[config.mk]
export PLATFORM = sky130hd
export DESIGN_NAME = aroc_ss_scan_ctrl
export DESIGN_NICKNAME = d
export VERILOG_FILES = /design/src/rtl/aroc_ss_pkg.sv /design/src/rtl/aroc_ss_frame_filter.sv /design/src/rtl/aroc_ss_scan_ctrl.sv
export SDC_FILE = /design/constraint.sdc
export NUM_CORES = 1
export LEC_CHECK = 0
export CAP_MARGIN = 0
export CORE_ASPECT_RATIO = 0.7
export CORE_MARGIN = 1.5
export CORE_UTILIZATION = 52
export CTS_BUF_LIST = sky130_fd_sc_hd__clkbuf_8
export DETAILED_ROUTE_END_ITERATION = 10
export PLACE_DENSITY = 0.81
export SLEW_MARGIN = 20
export SYNTH_ARGS = -nofsm -noshare
export SYNTH_HDL_FRONTEND = slang
export SYNTH_SLANG_ARGS = --single-unit
[constraint.sdc]
create_clock -name AROC_SS_CLK -period 1.7 [get_ports AROC_SS_CLK]
set_clock_uncertainty 0.15 [all_clocks]
set_input_delay 0.17 -clock AROC_SS_CLK [delete_from_list [all_inputs] [get_ports AROC_SS_CLK]]
set_output_delay 0.17 -clock AROC_SS_CLK [all_outputs]
set_load 0.005 [all_outputs]
[src/rtl/aroc_ss_pkg.sv]
// Shared types and default build constants for the AROC serial-stream ID scanner.
package aroc_ss_pkg;

    typedef enum logic [1:0] {
        ST_IDLE,
        ST_LOAD,
        ST_SHIFT,
        ST_CMP
    } scan_state_e;

    localparam int DEF_NUM_BITS  = 4;
    localparam int DEF_FRAME_GAP = 16;
    localparam int DEF_LOAD_CYC  = 2;
    localparam int DEF_MATCH_CNT = 2;

endpackage

[src/rtl/aroc_ss_frame_filter.sv]
// Debounces captured ID frames: publishes ROC_ID only after MATCH_CNT identical frames in a row.
module aroc_ss_frame_filter
    import aroc_ss_pkg::*;
#(
    parameter int NUM_BITS  = DEF_NUM_BITS,
    parameter int MATCH_CNT = DEF_MATCH_CNT
) (
    input  logic                AROC_SS_CLK,
    input  logic                PGD_AROC,
    input  logic [NUM_BITS-1:0] frame,
    input  logic                frame_strobe,
    output logic [NUM_BITS-1:0] ROC_ID,
    output logic                ROC_ID_VLD,
    output logic                ROC_ID_CHG
);

    localparam int MATCH_W = $clog2(MATCH_CNT + 1);

    logic [NUM_BITS-1:0] last_frame;
    logic [MATCH_W-1:0]  match_cnt;
    logic [MATCH_W-1:0]  match_nxt;
    logic                publish;

    function automatic logic [MATCH_W-1:0] sat_inc(input logic [MATCH_W-1:0] v);
        return (v >= MATCH_W'(MATCH_CNT)) ? v : v + MATCH_W'(1);
    endfunction

    // A differing frame restarts the run at one, so a single glitch frame never publishes.
    always_comb begin
        match_nxt = (frame == last_frame) ? sat_inc(match_cnt) : MATCH_W'(1);
        publish   = frame_strobe && (match_nxt == MATCH_W'(MATCH_CNT)) &&
                    ((frame != ROC_ID) || !ROC_ID_VLD);
    end

    always_ff @(posedge AROC_SS_CLK) begin
        if (!PGD_AROC) begin
            last_frame <= '0;
            match_cnt  <= '0;
            ROC_ID     <= '0;
            ROC_ID_VLD <= 1'b0;
            ROC_ID_CHG <= 1'b0;
        end else begin
            ROC_ID_CHG <= publish;
            if (frame_strobe) begin
                last_frame <= frame;
                match_cnt  <= match_nxt;
            end
            if (publish) begin
                ROC_ID     <= frame;
                ROC_ID_VLD <= 1'b1;
            end
        end
    end

endmodule

[src/rtl/aroc_ss_scan_ctrl.sv]
// Master sequencer for the AROC ID shift chain: load strobe, MSB-first shift-in, frame qualification.
module aroc_ss_scan_ctrl
    import aroc_ss_pkg::*;
#(
    parameter int NUM_BITS  = DEF_NUM_BITS,
    parameter int FRAME_GAP = DEF_FRAME_GAP,
    parameter int LOAD_CYC  = DEF_LOAD_CYC,
    parameter int MATCH_CNT = DEF_MATCH_CNT
) (
    input  logic                AROC_SS_CLK,
    input  logic                PGD_AROC,
    input  logic                SCAN_EN,
    input  logic                SCAN_NOW,
    input  logic                AROC_SS_DATI,
    output logic                AROC_SS_LD_N,
    output logic [NUM_BITS-1:0] ROC_ID,
    output logic                ROC_ID_VLD,
    output logic                ROC_ID_CHG,
    output logic                FRAME_DONE
);

    localparam int GAP_W  = $clog2(FRAME_GAP + 1);
    localparam int LOAD_W = $clog2(LOAD_CYC + 1);
    localparam int BIT_W  = $clog2(NUM_BITS + 1);

    scan_state_e         state;
    scan_state_e         state_nxt;
    logic [GAP_W-1:0]    gap_cnt;
    logic [LOAD_W-1:0]   load_cnt;
    logic [BIT_W-1:0]    bit_cnt;
    logic [NUM_BITS-1:0] frame;
    logic                ld_n;
    logic                frame_done;

    // LD_N still low in IDLE only happens straight out of reset: the chain is already
    // parallel-loading, so the first frame starts without waiting out a gap.
    always_comb begin
        state_nxt  = state;
        frame_done = 1'b0;
        case (state)
            ST_IDLE: begin
                if (SCAN_EN && ((gap_cnt <= GAP_W'(1)) || SCAN_NOW || !ld_n))
                    state_nxt = ST_LOAD;
            end
            ST_LOAD: begin
                if (load_cnt == LOAD_W'(LOAD_CYC - 1))
                    state_nxt = ST_SHIFT;
            end
            ST_SHIFT: begin
                if (bit_cnt == BIT_W'(NUM_BITS - 1)) begin
                    frame_done = 1'b1;
                    state_nxt  = ST_CMP;
                end
            end
            ST_CMP:  state_nxt = ST_IDLE;
            default: state_nxt = ST_IDLE;
        endcase
    end

    always_ff @(posedge AROC_SS_CLK) begin
        if (!PGD_AROC) begin
            state    <= ST_IDLE;
            gap_cnt  <= GAP_W'(FRAME_GAP);
            load_cnt <= '0;
            bit_cnt  <= '0;
            frame    <= '0;
            ld_n     <= 1'b0;
        end else begin
            state    <= state_nxt;
            ld_n     <= (state_nxt != ST_LOAD);
            load_cnt <= (state == ST_LOAD) ? load_cnt + LOAD_W'(1) : '0;
            bit_cnt  <= (state == ST_SHIFT) ? bit_cnt + BIT_W'(1) : '0;
            if (state == ST_SHIFT)
                frame <= {frame[NUM_BITS-2:0], AROC_SS_DATI};
            if (state == ST_CMP)
                gap_cnt <= GAP_W'(FRAME_GAP);
            else if ((state == ST_IDLE) && (gap_cnt != '0))
                gap_cnt <= gap_cnt - GAP_W'(1);
        end
    end

    assign AROC_SS_LD_N = ld_n;
    assign FRAME_DONE   = frame_done;

    aroc_ss_frame_filter #(
        .NUM_BITS  (NUM_BITS),
        .MATCH_CNT (MATCH_CNT)
    ) u_filter (
        .AROC_SS_CLK  (AROC_SS_CLK),
        .PGD_AROC     (PGD_AROC),
        .frame        (frame),
        .frame_strobe (state == ST_CMP),
        .ROC_ID       (ROC_ID),
        .ROC_ID_VLD   (ROC_ID_VLD),
        .ROC_ID_CHG   (ROC_ID_CHG)
    );

endmodule

==> results of run 1 <==
-- what timing repair did --
item	in CTS	in global routing
endpoints found under the setup margin	2	5
pin swaps	1	3
hold endpoints to repair	0	0
setup buffers	0	3
gates resized for setup	2	7
-- routing by layer --
layer	GRT usage (%)	part of all wire (%)
met5	0	0
met4	9.57	0.64
met3	9.41	3.2
met2	30.0	48
met1	20.0	48
-- cell usage in the layout, fill, tap and decap left out, types with 3 or more instances in the layout --
| cell | netlist | final |
|---|---|---|
| sky130_fd_sc_hd__inv_1 | 9 | 10 |
| sky130_fd_sc_hd__a21boi_0 | 4 | 4 |
| sky130_fd_sc_hd__and2_1 | 4 | 4 |
| sky130_fd_sc_hd__nor2_1 | 11 | 10 |
| sky130_fd_sc_hd__xor2_1 | 8 | 8 |
| sky130_fd_sc_hd__clkdlybuf4s50_1 | 0 | 11 |
| sky130_fd_sc_hd__clkbuf_8 | 0 | 6 |
| sky130_fd_sc_hd__ha_1 | 7 | 6 |
| sky130_fd_sc_hd__dfxtp_2 | 0 | 3 |
| sky130_fd_sc_hd__nor2b_1 | 8 | 8 |
| sky130_fd_sc_hd__buf_4 | 0 | 10 |
| sky130_fd_sc_hd__mux2i_1 | 8 | 8 |
| sky130_fd_sc_hd__dfxtp_1 | 29 | 25 |
| sky130_fd_sc_hd__nand2_1 | 20 | 20 |
-- layout make-up --
class                           count  area share, %
Sequential cell                    29           35.7
Multi-Input combinational cell     96           42.6
Tap cell                           34           2.58
Clock buffer                        6           5.01
Timing Repair Buffer               22           11.8
Clock inverter                      1          0.228
Inverter                            9           2.05
-- kinds of logic after synthesis --
kind of cell | after synthesis
xor+xnor | 11
simple gates | 53
flops | 29
buf+inv | 15
mux | 8
compound gates | 17
fa+ha+maj | 7
-- state kept, by name (all words and copies together) (netlist names) --
register / cells
gap_cnt: 5
frame: 4
u_filter.ROC_ID: 4
u_filter.last_frame: 4
bit_cnt: 3
load_cnt: 2
state: 2
u_filter.match_cnt: 2
AROC_SS_LD_N: 1
u_filter.ROC_ID_CHG: 1
u_filter.ROC_ID_VLD: 1
-- through the flow --
stage               area, um^2  cells  worst slack [ns]  utilization, %
floorplan                 1360    140           0.00347               -
global placement          1520    187            0.0816            62.0
detailed placement        1520    187           0.00750            62.0
CTS                       1610    194            0.0105            65.5
global route              1650    197          0.000145            67.1
finish                    1650    197            0.0525            67.1
-- power by group --
| group | internal (mW) | total [mW] | switching [mW] |
|---|---|---|---|
| Combinational | 0.198 | 0.379 | 0.181 |
| Sequential | 0.755 | 0.822 | 0.0664 |
| Clock | 0.314 | 0.542 | 0.228 |
-- path summary, 6_finish.rpt --
check                           depth (start not counted)  slack (ns)     endpoint        start
worst max-delay path                                    6        0.05   gap_cnt[4]   gap_cnt[0]
worst min-delay path                                    1        0.27  load_cnt[0]  load_cnt[0]
worst max register to register                          6        0.05   gap_cnt[4]   gap_cnt[0]
worst min register to register                          1        0.27  load_cnt[0]  load_cnt[0]
==> impl_metrics.xml, run 1 <==
<?xml version="1.0" encoding="UTF-8"?>
<metrics>
  <group name="grt">
    <metric name="grt-ovfl-total" unit="">0</metric>
    <metric name="grt_first_pass_wirelength" unit="mm">3.80</metric>
    <metric name="number_of_antenna_violations_at_the_first_check_in_global_routing" unit="">0</metric>
    <metric name="number_of_global_route_vias_before_repair" unit="">884</metric>
    <metric name="pin_count_of_the_biggest_net_entering_global_routing" unit="">26</metric>
    <metric name="grt_usage" unit="%">18.3</metric>
  </group>
  <group name="synth">
    <metric name="area_share_of_xor_xnor_cells_in_the_synthesized_design" unit="%">7.67</metric>
    <metric name="ys_dominant_reg_cell" unit="">sky130_fd_sc_hd__dfxtp_1</metric>
    <metric name="ys_top_cells_by_count" unit="">29 x sky130_fd_sc_hd__dfxtp_1, 20 x sky130_fd_sc_hd__nand2_1, 11 x sky130_fd_sc_hd__nor2_1</metric>
    <metric name="post_synth_fa_ha_maj_area_fraction" unit="%">6.47</metric>
    <metric name="top_area_cell_type_share_of_the_netlist_area" unit="%">42.9</metric>
    <metric name="postSynthAreaPerCell" unit="um^2">9.67</metric>
    <metric name="synth_edf_count" unit="">0</metric>
    <metric name="synth-warning-count" unit="">0</metric>
    <metric name="netlist.top_cell.by_area" unit="">sky130_fd_sc_hd__dfxtp_1</metric>
    <metric name="yosysMostFrequentCell" unit="">sky130_fd_sc_hd__dfxtp_1</metric>
    <metric name="yosys.area_share.simple" unit="%">21.1</metric>
    <metric name="muxShareOfSynthArea" unit="%">5.91</metric>
    <metric name="synth_top_family_by_area" unit="">simple AND/OR/NAND/NOR gates</metric>
    <metric name="mappedNetlistArea" unit="um^2">1350</metric>
    <metric name="yosys_reg_bits" unit="">29</metric>
    <metric name="async_set_or_reset_register_ratio_after_synthesis" unit="%">0</metric>
    <metric name="post_synthesis_compound_gate_area_fraction" unit="%">10.1</metric>
    <metric name="post_synth_inst_count" unit="">140</metric>
    <metric name="synth_seq_area_share" unit="%">42.9</metric>
    <metric name="synth_cell_type_count" unit="">35</metric>
    <metric name="synth.area.top_cells" unit="">sky130_fd_sc_hd__dfxtp_1 43%, sky130_fd_sc_hd__ha_1 6.5%, sky130_fd_sc_hd__mux2i_1 5.9%, sky130_fd_sc_hd__nand2_1 5.5%, sky130_fd_sc_hd__xor2_1 5.2%</metric>
    <metric name="syn_nets" unit="">152</metric>
  </group>
  <group name="cts">
    <metric name="tritoncts" unit="">built</metric>
    <metric name="cts_hold_buf" unit="">0</metric>
    <metric name="cts.sink_count" unit="">29</metric>
    <metric name="clk_latency" unit="ns">0.27</metric>
    <metric name="cts.path.max_buffers" unit="">2</metric>
    <metric name="clock-root-buffer" unit="">sky130_fd_sc_hd__clkbuf_8</metric>
    <metric name="path_clk_slew" unit="ns">0.06</metric>
    <metric name="cts-buffers-inserted" unit="">5</metric>
    <metric name="cts-htree-levels" unit="">2</metric>
  </group>
  <group name="setup_path">
    <metric name="crit_arrival" unit="ns">1.66</metric>
    <metric name="timing.critical_path.to_type" unit="">flop</metric>
    <metric name="critical-path-top-delay-family" unit="">compound AO/OA/AOI/OAI gates</metric>
    <metric name="worstPathMaxFanout" unit="">4</metric>
    <metric name="critPathKind" unit="">flop to flop</metric>
    <metric name="slowest_stage" unit="">sky130_fd_sc_hd__dfxtp_4</metric>
    <metric name="path_cells" unit="">inv_1, ha_2, a21boi_2, nand2_2, o31a_1, or3_1</metric>
    <metric name="worst_ep_required_time" unit="ns">1.71</metric>
    <metric name="cpPeakStageDelay" unit="ns">0.36</metric>
    <metric name="startpoint_type" unit="">flop</metric>
    <metric name="timing.critical_path.buf_inv" unit="">1</metric>
  </group>
  <group name="finish">
    <metric name="syn2layout_area_growth" unit="%">21.8</metric>
    <metric name="insertedDiodeCount" unit="">0</metric>
    <metric name="final-seq-area" unit="um^2">588</metric>
    <metric name="fillCellCount" unit="">197</metric>
    <metric name="drive_gt1_share" unit="%">18.4</metric>
    <metric name="multiInputGateArea" unit="um^2">703</metric>
    <metric name="final_net_count" unit="">175</metric>
  </group>
  <group name="sta">
    <metric name="timing.slew.headroom" unit="%">75.5</metric>
    <metric name="unrepaired_setup_endpoints_after_global_routing" unit="">no</metric>
    <metric name="tightest_slew" unit="ns">0.368</metric>
    <metric name="finalCritPeriodShare" unit="%">96.9</metric>
    <metric name="timing.hold.ws" unit="ns">0.272</metric>
    <metric name="number_of_max_slew_violations_in_the_final_report" unit="">0</metric>
    <metric name="max_clock_freq" unit="GHz">0.607</metric>
    <metric name="hold_vio_cnt_final" unit="">0</metric>
    <metric name="period_minus_slack" unit="ns">1.65</metric>
    <metric name="tns" unit="ns">0</metric>
    <metric name="report.final.setup_viol" unit="">0</metric>
  </group>
  <group name="detailed_routing">
    <metric name="detail_route.first_pass.iterations" unit="">4</metric>
    <metric name="post_drt_wl_per_cell" unit="um">11.9</metric>
    <metric name="number_of_vias_after_detailed_routing" unit="">975</metric>
    <metric name="vias_per_cell" unit="">4.95</metric>
    <metric name="wirelength" unit="mm">2.35</metric>
    <metric name="drcViolationCount" unit="">0</metric>
    <metric name="detail_route.iter0.violations" unit="">22</metric>
    <metric name="ant_nets" unit="">0</metric>
  </group>
  <group name="placed_design">
    <metric name="gp_congestion" unit="">0.756</metric>
    <metric name="hpwl" unit="mm">1.74</metric>
    <metric name="placement.io_buffers" unit="">12</metric>
  </group>
  <group name="min_path">
    <metric name="hold_path.class" unit="">flop to flop</metric>
  </group>
  <group name="floorplanning">
    <metric name="initial_core_util" unit="%">55.1</metric>
    <metric name="floorplan.die_area" unit="um^2">2920</metric>
    <metric name="floorplan.io_pins" unit="">13</metric>
    <metric name="fp-row-count" unit="">15</metric>
    <metric name="core_area" unit="um^2">2460</metric>
    <metric name="die_height" unit="um">45.7</metric>
    <metric name="die_w" unit="um">64.0</metric>
  </group>
  <group name="pwr">
    <metric name="irDropWorstVdd" unit="mV">0.562</metric>
    <metric name="total_power" unit="mW">1.74</metric>
    <metric name="leakage" unit="nW">0.676</metric>
    <metric name="power-per-cell-area" unit="nW/um^2">1060</metric>
  </group>
  <group name="run">
    <metric name="max_cap_violations" unit="">0</metric>
  </group>
  <group name="status">
    <metric name="outcome" unit="">completed</metric>
  </group>
</metrics>
(Power assumes the default switching activity.)
==> run 2: changes to the inputs <==
--- a/config.mk
+++ b/config.mk
@@ -7,10 +7,10 @@
 export LEC_CHECK = 0
 export CAP_MARGIN = 0
 export CORE_ASPECT_RATIO = 0.7
-export CORE_MARGIN = 1.5
-export CORE_UTILIZATION = 52
+export CORE_UTILIZATION = 58
 export CTS_BUF_LIST = sky130_fd_sc_hd__clkbuf_8
 export DETAILED_ROUTE_END_ITERATION = 10
+export DONT_BUFFER_PORTS = 1
 export PLACE_DENSITY = 0.81
 export SLEW_MARGIN = 20
 export SYNTH_ARGS = -nofsm -noshare
==> run 2 against run 1 <==
The run now ends with negative setup slack left. Via count increased by 5.1%. Critical endpoint is now u_filter.ROC_ID[0]. Clock power increased by 15%. Die area is 13% lower. Critical path type unchanged. Sequential share of layout area decreased by 0.74 points. Total power is 3.4% higher.
==> impl_metrics.xml, run 2 (same netlist as run 1, synthesis figures left out) <==
<?xml version="1.0" encoding="UTF-8"?>
<metrics>
  <group name="pwr">
    <metric name="power.switching" unit="mW">0.496</metric>
    <metric name="clock_power_share" unit="%">34.6</metric>
    <metric name="total_power" unit="mW">1.80</metric>
    <metric name="seq_power_share" unit="%">45.8</metric>
    <metric name="leakage" unit="nW">0.704</metric>
    <metric name="irDropWorstVdd" unit="mV">0.829</metric>
    <metric name="switching_share" unit="%">27.6</metric>
    <metric name="intPower" unit="mW">1.30</metric>
    <metric name="power-per-cell-area" unit="nW/um^2">1070</metric>
    <metric name="combinationalPowerShare" unit="%">19.6</metric>
  </group>
  <group name="finish">
    <metric name="mostFrequentLayoutCell" unit="">sky130_fd_sc_hd__dfxtp_1</metric>
    <metric name="drive_gt1_share" unit="%">22.2</metric>
    <metric name="final_net_count" unit="">178</metric>
    <metric name="layoutNonFillerInstCount" unit="">199</metric>
    <metric name="max_reg_flops" unit="">5</metric>
    <metric name="layout_common_cells" unit="">25 x sky130_fd_sc_hd__dfxtp_1, 20 x sky130_fd_sc_hd__nand2_1, 15 x sky130_fd_sc_hd__buf_4</metric>
    <metric name="syn2layout_area_growth" unit="%">24.4</metric>
    <metric name="insertedDiodeCount" unit="">0</metric>
    <metric name="max_flop_register" unit="">gap_cnt</metric>
    <metric name="fillCellCount" unit="">132</metric>
    <metric name="utilization" unit="%">77.5</metric>
  </group>
  <group name="sta">
    <metric name="period_minus_slack" unit="ns">1.71</metric>
    <metric name="tightest_slew" unit="ns">0.575</metric>
    <metric name="final.setup.worst_slack" unit="ns">-0.00796</metric>
    <metric name="finalCritPeriodShare" unit="%">100</metric>
    <metric name="max_clock_freq" unit="GHz">0.585</metric>
    <metric name="number_of_max_slew_violations_in_the_final_report" unit="">0</metric>
    <metric name="report.final.setup_viol" unit="">1</metric>
    <metric name="unrepaired_setup_endpoints_after_global_routing" unit="">yes</metric>
    <metric name="timing.hold.ws" unit="ns">0.150</metric>
    <metric name="hold_vio_cnt_final" unit="">0</metric>
    <metric name="timing.slew.headroom" unit="%">61.7</metric>
  </group>
  <group name="cts">
    <metric name="cts.path.max_buffers" unit="">2</metric>
    <metric name="clock-root-buffer" unit="">sky130_fd_sc_hd__clkbuf_8</metric>
    <metric name="path_clk_slew" unit="ns">0.06</metric>
    <metric name="cts-buffers-inserted" unit="">5</metric>
    <metric name="clk_latency" unit="ns">0.29</metric>
    <metric name="cts.sink_count" unit="">29</metric>
    <metric name="tritoncts" unit="">built</metric>
    <metric name="cts-htree-levels" unit="">2</metric>
  </group>
  <group name="placed_design">
    <metric name="placedCellCount" unit="">174</metric>
    <metric name="hpwl" unit="mm">1.69</metric>
    <metric name="gp_congestion" unit="">0.692</metric>
    <metric name="placement.io_buffers" unit="">0</metric>
  </group>
  <group name="floorplanning">
    <metric name="floorplan.io_pins" unit="">13</metric>
    <metric name="core_area" unit="um^2">2170</metric>
    <metric name="floorplan.die_area" unit="um^2">2530</metric>
    <metric name="die_w" unit="um">59.7</metric>
    <metric name="fp-row-count" unit="">14</metric>
    <metric name="die_height" unit="um">42.4</metric>
    <metric name="initial_core_util" unit="%">62.3</metric>
  </group>
  <group name="status">
    <metric name="outcome" unit="">finished with violations</metric>
    <metric name="violations" unit="">negative setup slack</metric>
  </group>
  <group name="grt">
    <metric name="number_of_global_route_vias_before_repair" unit="">982</metric>
    <metric name="grt_usage" unit="%">25.1</metric>
    <metric name="pin_count_of_the_biggest_net_entering_global_routing" unit="">20</metric>
    <metric name="number_of_antenna_violations_at_the_first_check_in_global_routing" unit="">0</metric>
    <metric name="grt-ovfl-total" unit="">0</metric>
    <metric name="grt_first_pass_wirelength" unit="mm">4.40</metric>
  </group>
  <group name="min_path">
    <metric name="hold_path.class" unit="">input pin to flop</metric>
  </group>
  <group name="setup_path">
    <metric name="timing.critical_path.to_type" unit="">flop</metric>
    <metric name="crit_arrival" unit="ns">1.76</metric>
    <metric name="regToRegSetupSlack" unit="ns">-0.008</metric>
    <metric name="critPathKind" unit="">flop to flop</metric>
    <metric name="worstPathMaxFanout" unit="">4</metric>
    <metric name="worst_ep_required_time" unit="ns">1.75</metric>
    <metric name="startpoint_type" unit="">flop</metric>
  </group>
  <group name="detailed_routing">
    <metric name="number_of_vias_after_detailed_routing" unit="">1025</metric>
    <metric name="detail_route.iter0.violations" unit="">35</metric>
    <metric name="ant_nets" unit="">0</metric>
    <metric name="vias_per_cell" unit="">5.15</metric>
    <metric name="wirelength" unit="mm">2.83</metric>
    <metric name="detail_route.first_pass.iterations" unit="">4</metric>
    <metric name="drcViolationCount" unit="">0</metric>
    <metric name="post_drt_wl_per_cell" unit="um">14.2</metric>
  </group>
  <group name="run">
    <metric name="max_cap_violations" unit="">0</metric>
  </group>
</metrics>
==> run 2: metrics by stage <==
stage / TNS (ns) / cell area, um^2 / setup WS (ns)
6_report: -0.00796 / 1680 / -0.00796
5_1_grt: -0.305 / 1680 / -0.0989
4_1_cts: 0 / 1610 / 0.0171
3_5_place_dp: 0 / 1410 / 0.0313
3_3_place_gp: 0 / 1410 / 0.0823
2_1_floorplan: 0 / 1360 / 0.00347
==> run 2: worst paths after layout <==
| path | from | endpoint | cells past startpoint |
|---|---|---|---|
| worst max-delay path | u_filter.last_frame[1] | u_filter.ROC_ID[0] | 5 |
| worst min register to register | load_cnt[0] | load_cnt[0] | 1 |
| worst max register to register | u_filter.last_frame[1] | u_filter.ROC_ID[0] | 5 |
| worst min-delay path | SCAN_NOW | AROC_SS_LD_N | 4 |
==> run 2: worst max-delay path, cell delays in order, from the launching register on <==
cell                       delay, ns
sky130_fd_sc_hd__dfxtp_2        0.34
sky130_fd_sc_hd__xor2_2         0.19
sky130_fd_sc_hd__nor3_4         0.26
sky130_fd_sc_hd__nand4b_4       0.16
sky130_fd_sc_hd__a31oi_4        0.26
sky130_fd_sc_hd__mux2i_1        0.26
==> run 2: per-layer routing <==
layer	up-vias	GRT usage (%)	wire length, um
li1	508	-	-
met1	496	29.9	1300
met2	16	39.3	1340
met3	5	7.41	143
met4	0	15.3	44
met5	-	0	0
==> run 2: power by group through the flow <==
stage	logic (mW)	clock network, mW	registers (mW)
after floorplan	0.247	0	0.816
after global placement	0.280	0	0.824
after detailed placement	0.300	0	0.828
after CTS	0.311	0.625	0.815
after global routing	0.396	0.650	0.835
final	0.353	0.624	0.824
==> run 2: area by class of cell <==
type	instances	area (um^2)	area share (%)
clock buffers	7	96.3	5.72
inverters	9	33.8	2.01
clock inverters	1	5.00	0.297
repair buffers	25	215	12.8
flip-flops and latches	29	588	34.9
multi-input cells	96	706	41.9
well taps	32	40.0	2.38
==> run 2: timing repair <==
item,CTS,global route
buffers inserted,0,7
hold buffers,10,0
endpoints found under the setup margin,0,11
resized for setup,0,9
endpoints found under the hold margin,28,0
==> run 3: changes to the inputs <==
--- a/config.mk
+++ b/config.mk
@@ -15,4 +15,5 @@
 export SLEW_MARGIN = 20
 export SYNTH_ARGS = -nofsm -noshare
 export SYNTH_HDL_FRONTEND = slang
+export SYNTH_HIERARCHICAL = 1
 export SYNTH_SLANG_ARGS = --single-unit
==> run 3 against run 2 <==
Critical path type unchanged. Clock power decreased by 9.3%. Global-route usage up 6.0 points. Non-clock buffer count is 5 higher. Clock-buffer cell count fell by 2. The flow now finishes without violations. Synthesized area shrank 1.0%. Highest routed layer unchanged. Wire length increased by 41%. Fmax rose by 0.70%. Combinational power grew 47%. First-iteration DRC count rose to 2.6 times the previous value. Critical endpoint is now bit_cnt[1]. Synthesized cell count grew 0.71%. Setup slack improved by 0.012 ns.
==> impl_metrics.xml, run 3 <==
<?xml version="1.0" encoding="UTF-8"?>
<metrics>
  <group name="detailed_routing">
    <metric name="number_of_vias_after_detailed_routing" unit="">1247</metric>
    <metric name="detail_route.first_pass.iterations" unit="">4</metric>
    <metric name="vias_per_cell" unit="">6.02</metric>
    <metric name="drcViolationCount" unit="">0</metric>
    <metric name="detail_route.iter0.violations" unit="">91</metric>
    <metric name="ant_nets" unit="">0</metric>
    <metric name="wirelength" unit="mm">3.99</metric>
    <metric name="post_drt_wl_per_cell" unit="um">19.3</metric>
  </group>
  <group name="synth">
    <metric name="ys_top_cells_by_count" unit="">29 x sky130_fd_sc_hd__dfxtp_1, 13 x sky130_fd_sc_hd__nor2_1, 12 x sky130_fd_sc_hd__mux2i_1</metric>
    <metric name="synth-warning-count" unit="">6</metric>
    <metric name="post_synth_inst_count" unit="">141</metric>
    <metric name="area_share_of_xor_xnor_cells_in_the_synthesized_design" unit="%">5.23</metric>
    <metric name="yosys_reg_bits" unit="">29</metric>
    <metric name="synth_seq_area_share" unit="%">43.3</metric>
    <metric name="postSynthAreaPerCell" unit="um^2">9.50</metric>
    <metric name="netlist.top_cell.by_area" unit="">sky130_fd_sc_hd__dfxtp_1</metric>
    <metric name="mappedNetlistArea" unit="um^2">1340</metric>
    <metric name="synth_cell_type_count" unit="">37</metric>
    <metric name="synth_top_family_by_area" unit="">simple AND/OR/NAND/NOR gates</metric>
    <metric name="yosysMostFrequentCell" unit="">sky130_fd_sc_hd__dfxtp_1</metric>
    <metric name="synth_edf_count" unit="">0</metric>
    <metric name="yosys.area_share.simple" unit="%">21.1</metric>
    <metric name="post_synthesis_compound_gate_area_fraction" unit="%">11.4</metric>
    <metric name="ys_dominant_reg_cell" unit="">sky130_fd_sc_hd__dfxtp_1</metric>
    <metric name="post_synth_fa_ha_maj_area_fraction" unit="%">6.54</metric>
    <metric name="async_set_or_reset_register_ratio_after_synthesis" unit="%">0</metric>
    <metric name="top_area_cell_type_share_of_the_netlist_area" unit="%">43.3</metric>
    <metric name="syn_nets" unit="">153</metric>
    <metric name="muxShareOfSynthArea" unit="%">8.96</metric>
    <metric name="synth.area.top_cells" unit="">sky130_fd_sc_hd__dfxtp_1 43%, sky130_fd_sc_hd__mux2i_1 9.0%, sky130_fd_sc_hd__ha_1 6.5%, sky130_fd_sc_hd__nor2_1 3.6%, sky130_fd_sc_hd__xnor2_1 3.3%</metric>
  </group>
  <group name="cts">
    <metric name="cts.sink_count" unit="">29</metric>
    <metric name="cts.path.max_buffers" unit="">2</metric>
    <metric name="cts-htree-levels" unit="">2</metric>
    <metric name="path_clk_slew" unit="ns">0.08</metric>
    <metric name="cts-buffers-inserted" unit="">5</metric>
    <metric name="clock-root-buffer" unit="">sky130_fd_sc_hd__clkbuf_8</metric>
    <metric name="clk_latency" unit="ns">0.30</metric>
    <metric name="tritoncts" unit="">built</metric>
  </group>
  <group name="pwr">
    <metric name="leakage" unit="nW">0.672</metric>
    <metric name="power-per-cell-area" unit="nW/um^2">1080</metric>
    <metric name="total_power" unit="mW">1.93</metric>
    <metric name="irDropWorstVdd" unit="mV">0.768</metric>
  </group>
  <group name="sta">
    <metric name="tightest_slew" unit="ns">0.372</metric>
    <metric name="hold_vio_cnt_final" unit="">0</metric>
    <metric name="number_of_max_slew_violations_in_the_final_report" unit="">0</metric>
    <metric name="max_clock_freq" unit="GHz">0.590</metric>
    <metric name="finalCritPeriodShare" unit="%">99.8</metric>
    <metric name="timing.hold.ws" unit="ns">0.0937</metric>
    <metric name="tns" unit="ns">0</metric>
    <metric name="timing.slew.headroom" unit="%">74.9</metric>
    <metric name="final.setup.worst_slack" unit="ns">0.00393</metric>
    <metric name="unrepaired_setup_endpoints_after_global_routing" unit="">yes</metric>
    <metric name="report.final.setup_viol" unit="">0</metric>
    <metric name="period_minus_slack" unit="ns">1.70</metric>
  </group>
  <group name="finish">
    <metric name="final_net_count" unit="">186</metric>
    <metric name="drive_gt1_share" unit="%">25.1</metric>
    <metric name="layoutNonFillerInstCount" unit="">207</metric>
    <metric name="max_flop_register" unit="">gap_cnt</metric>
    <metric name="mostFrequentLayoutCell" unit="">sky130_fd_sc_hd__dlygate4sd3_1</metric>
    <metric name="layout_common_cells" unit="">18 x sky130_fd_sc_hd__dlygate4sd3_1, 17 x sky130_fd_sc_hd__dfxtp_1, 13 x sky130_fd_sc_hd__nor2_1</metric>
    <metric name="final_cell_area" unit="um^2">1790</metric>
    <metric name="utilization" unit="%">82.6</metric>
    <metric name="insertedDiodeCount" unit="">0</metric>
    <metric name="syn2layout_area_growth" unit="%">33.9</metric>
    <metric name="max_reg_flops" unit="">5</metric>
  </group>
  <group name="status">
    <metric name="outcome" unit="">completed</metric>
  </group>
  <group name="floorplanning">
    <metric name="die_w" unit="um">59.5</metric>
    <metric name="die_height" unit="um">42.2</metric>
    <metric name="floorplan.die_area" unit="um^2">2510</metric>
    <metric name="initial_core_util" unit="%">61.7</metric>
    <metric name="core_area" unit="um^2">2170</metric>
    <metric name="fp-row-count" unit="">14</metric>
    <metric name="floorplan.io_pins" unit="">13</metric>
  </group>
  <group name="setup_path">
    <metric name="cpPeakStageDelay" unit="ns">0.57</metric>
    <metric name="startpoint_type" unit="">flop</metric>
    <metric name="path_cells" unit="">nor2b_2, buf_4, and3_1, dlygate4sd3_1</metric>
    <metric name="worstPathMaxFanout" unit="">6</metric>
    <metric name="timing.reg2reg.worst_path_depth" unit="">4</metric>
    <metric name="timing.critical_path.to_type" unit="">flop</metric>
    <metric name="slowest_stage" unit="">sky130_fd_sc_hd__dlygate4sd3_1</metric>
    <metric name="critPathKind" unit="">flop to flop</metric>
    <metric name="crit_arrival" unit="ns">1.73</metric>
    <metric name="worst_ep_required_time" unit="ns">1.74</metric>
  </group>
  <group name="grt">
    <metric name="grt-ovfl-total" unit="">0</metric>
    <metric name="grt_usage" unit="%">31.1</metric>
    <metric name="pin_count_of_the_biggest_net_entering_global_routing" unit="">22</metric>
    <metric name="number_of_antenna_violations_at_the_first_check_in_global_routing" unit="">0</metric>
    <metric name="number_of_global_route_vias_before_repair" unit="">1137</metric>
    <metric name="grt_first_pass_wirelength" unit="mm">5.51</metric>
  </group>
  <group name="placed_design">
    <metric name="hpwl" unit="mm">1.91</metric>
    <metric name="gp_congestion" unit="">0.856</metric>
    <metric name="placement.io_buffers" unit="">0</metric>
    <metric name="place_worst_setup_slack" unit="ns">-0.131</metric>
    <metric name="placedCellCount" unit="">179</metric>
    <metric name="place_area" unit="um^2">1440</metric>
  </group>
  <group name="min_path">
    <metric name="hold-path-cell-count" unit="">3</metric>
    <metric name="hold_path.class" unit="">input pin to flop</metric>
  </group>
  <group name="run">
    <metric name="max_cap_violations" unit="">0</metric>
  </group>
</metrics>
## run 3: cell types whose count changed after synthesis, sizes merged, moves of 3 or more
cell	delta
nor2b	-3
nand2	-10
xor2	-6
o21a	+3
buf	-4
a21boi	-6
xnor2	+3
mux2i	+4
a21oi	+4
## run 3: layout make-up
type	count	area (um^2)
multi-input cells	100	766
flip-flops and latches	29	606
fillers	136	378
repair buffers	30	270
clock buffers	5	68.8
well taps	32	40.0
inverters	8	30.0
clock inverters	3	13.8
## run 3: path summary, 6_finish.rpt
check	from	endpoint	slack [ns]
setup / recovery	state[1]	bit_cnt[1]	0.004
hold / removal	SCAN_NOW	AROC_SS_LD_N	0.09
setup reg to reg	state[1]	bit_cnt[1]	0.004
hold reg to reg	load_cnt[0]	load_cnt[0]	0.27
## run 3: critical path, delay by kind of cell (launching register included)
kind / cells / cell delay [ns]
buffers and inverters: 2 / 0.74
AND/OR/NAND/NOR: 2 / 0.37
flip-flops: 1 / 0.34
## run 3: kinds of logic after synthesis
group,after synthesis
compound gates,20
xor+xnor,8
fa+ha+maj,7
buf+inv,12
flops,29
mux,12
simple gates,53
## run 3: metal layers
metal  up-vias  part of all wire, %  wire [um]  global-route usage (%)
met5         -                    0          0                       0
met4         0                  5.2        209                    19.5
met3        29                   11        429                    8.02
met2        85                   45       1800                    47.2
met1       579                   39       1550                    39.0
li1        554                    -          -                       -
## run 3: repair_timing
item / CTS / global route
hold endpoints to repair: 26 / 11
endpoints found under the setup margin: 6 / 9
setup buffers: 2 / 1
hold buffers: 17 / 1
pin swaps: 2 / 4
gates cloned: 0 / 0
gates resized for setup: 3 / 23
## run 3: power by group
group          switching [mW]  internal [mW]
combinational           0.264          0.256
clock                   0.289          0.277
sequential             0.0948          0.749
total                   0.648           1.28
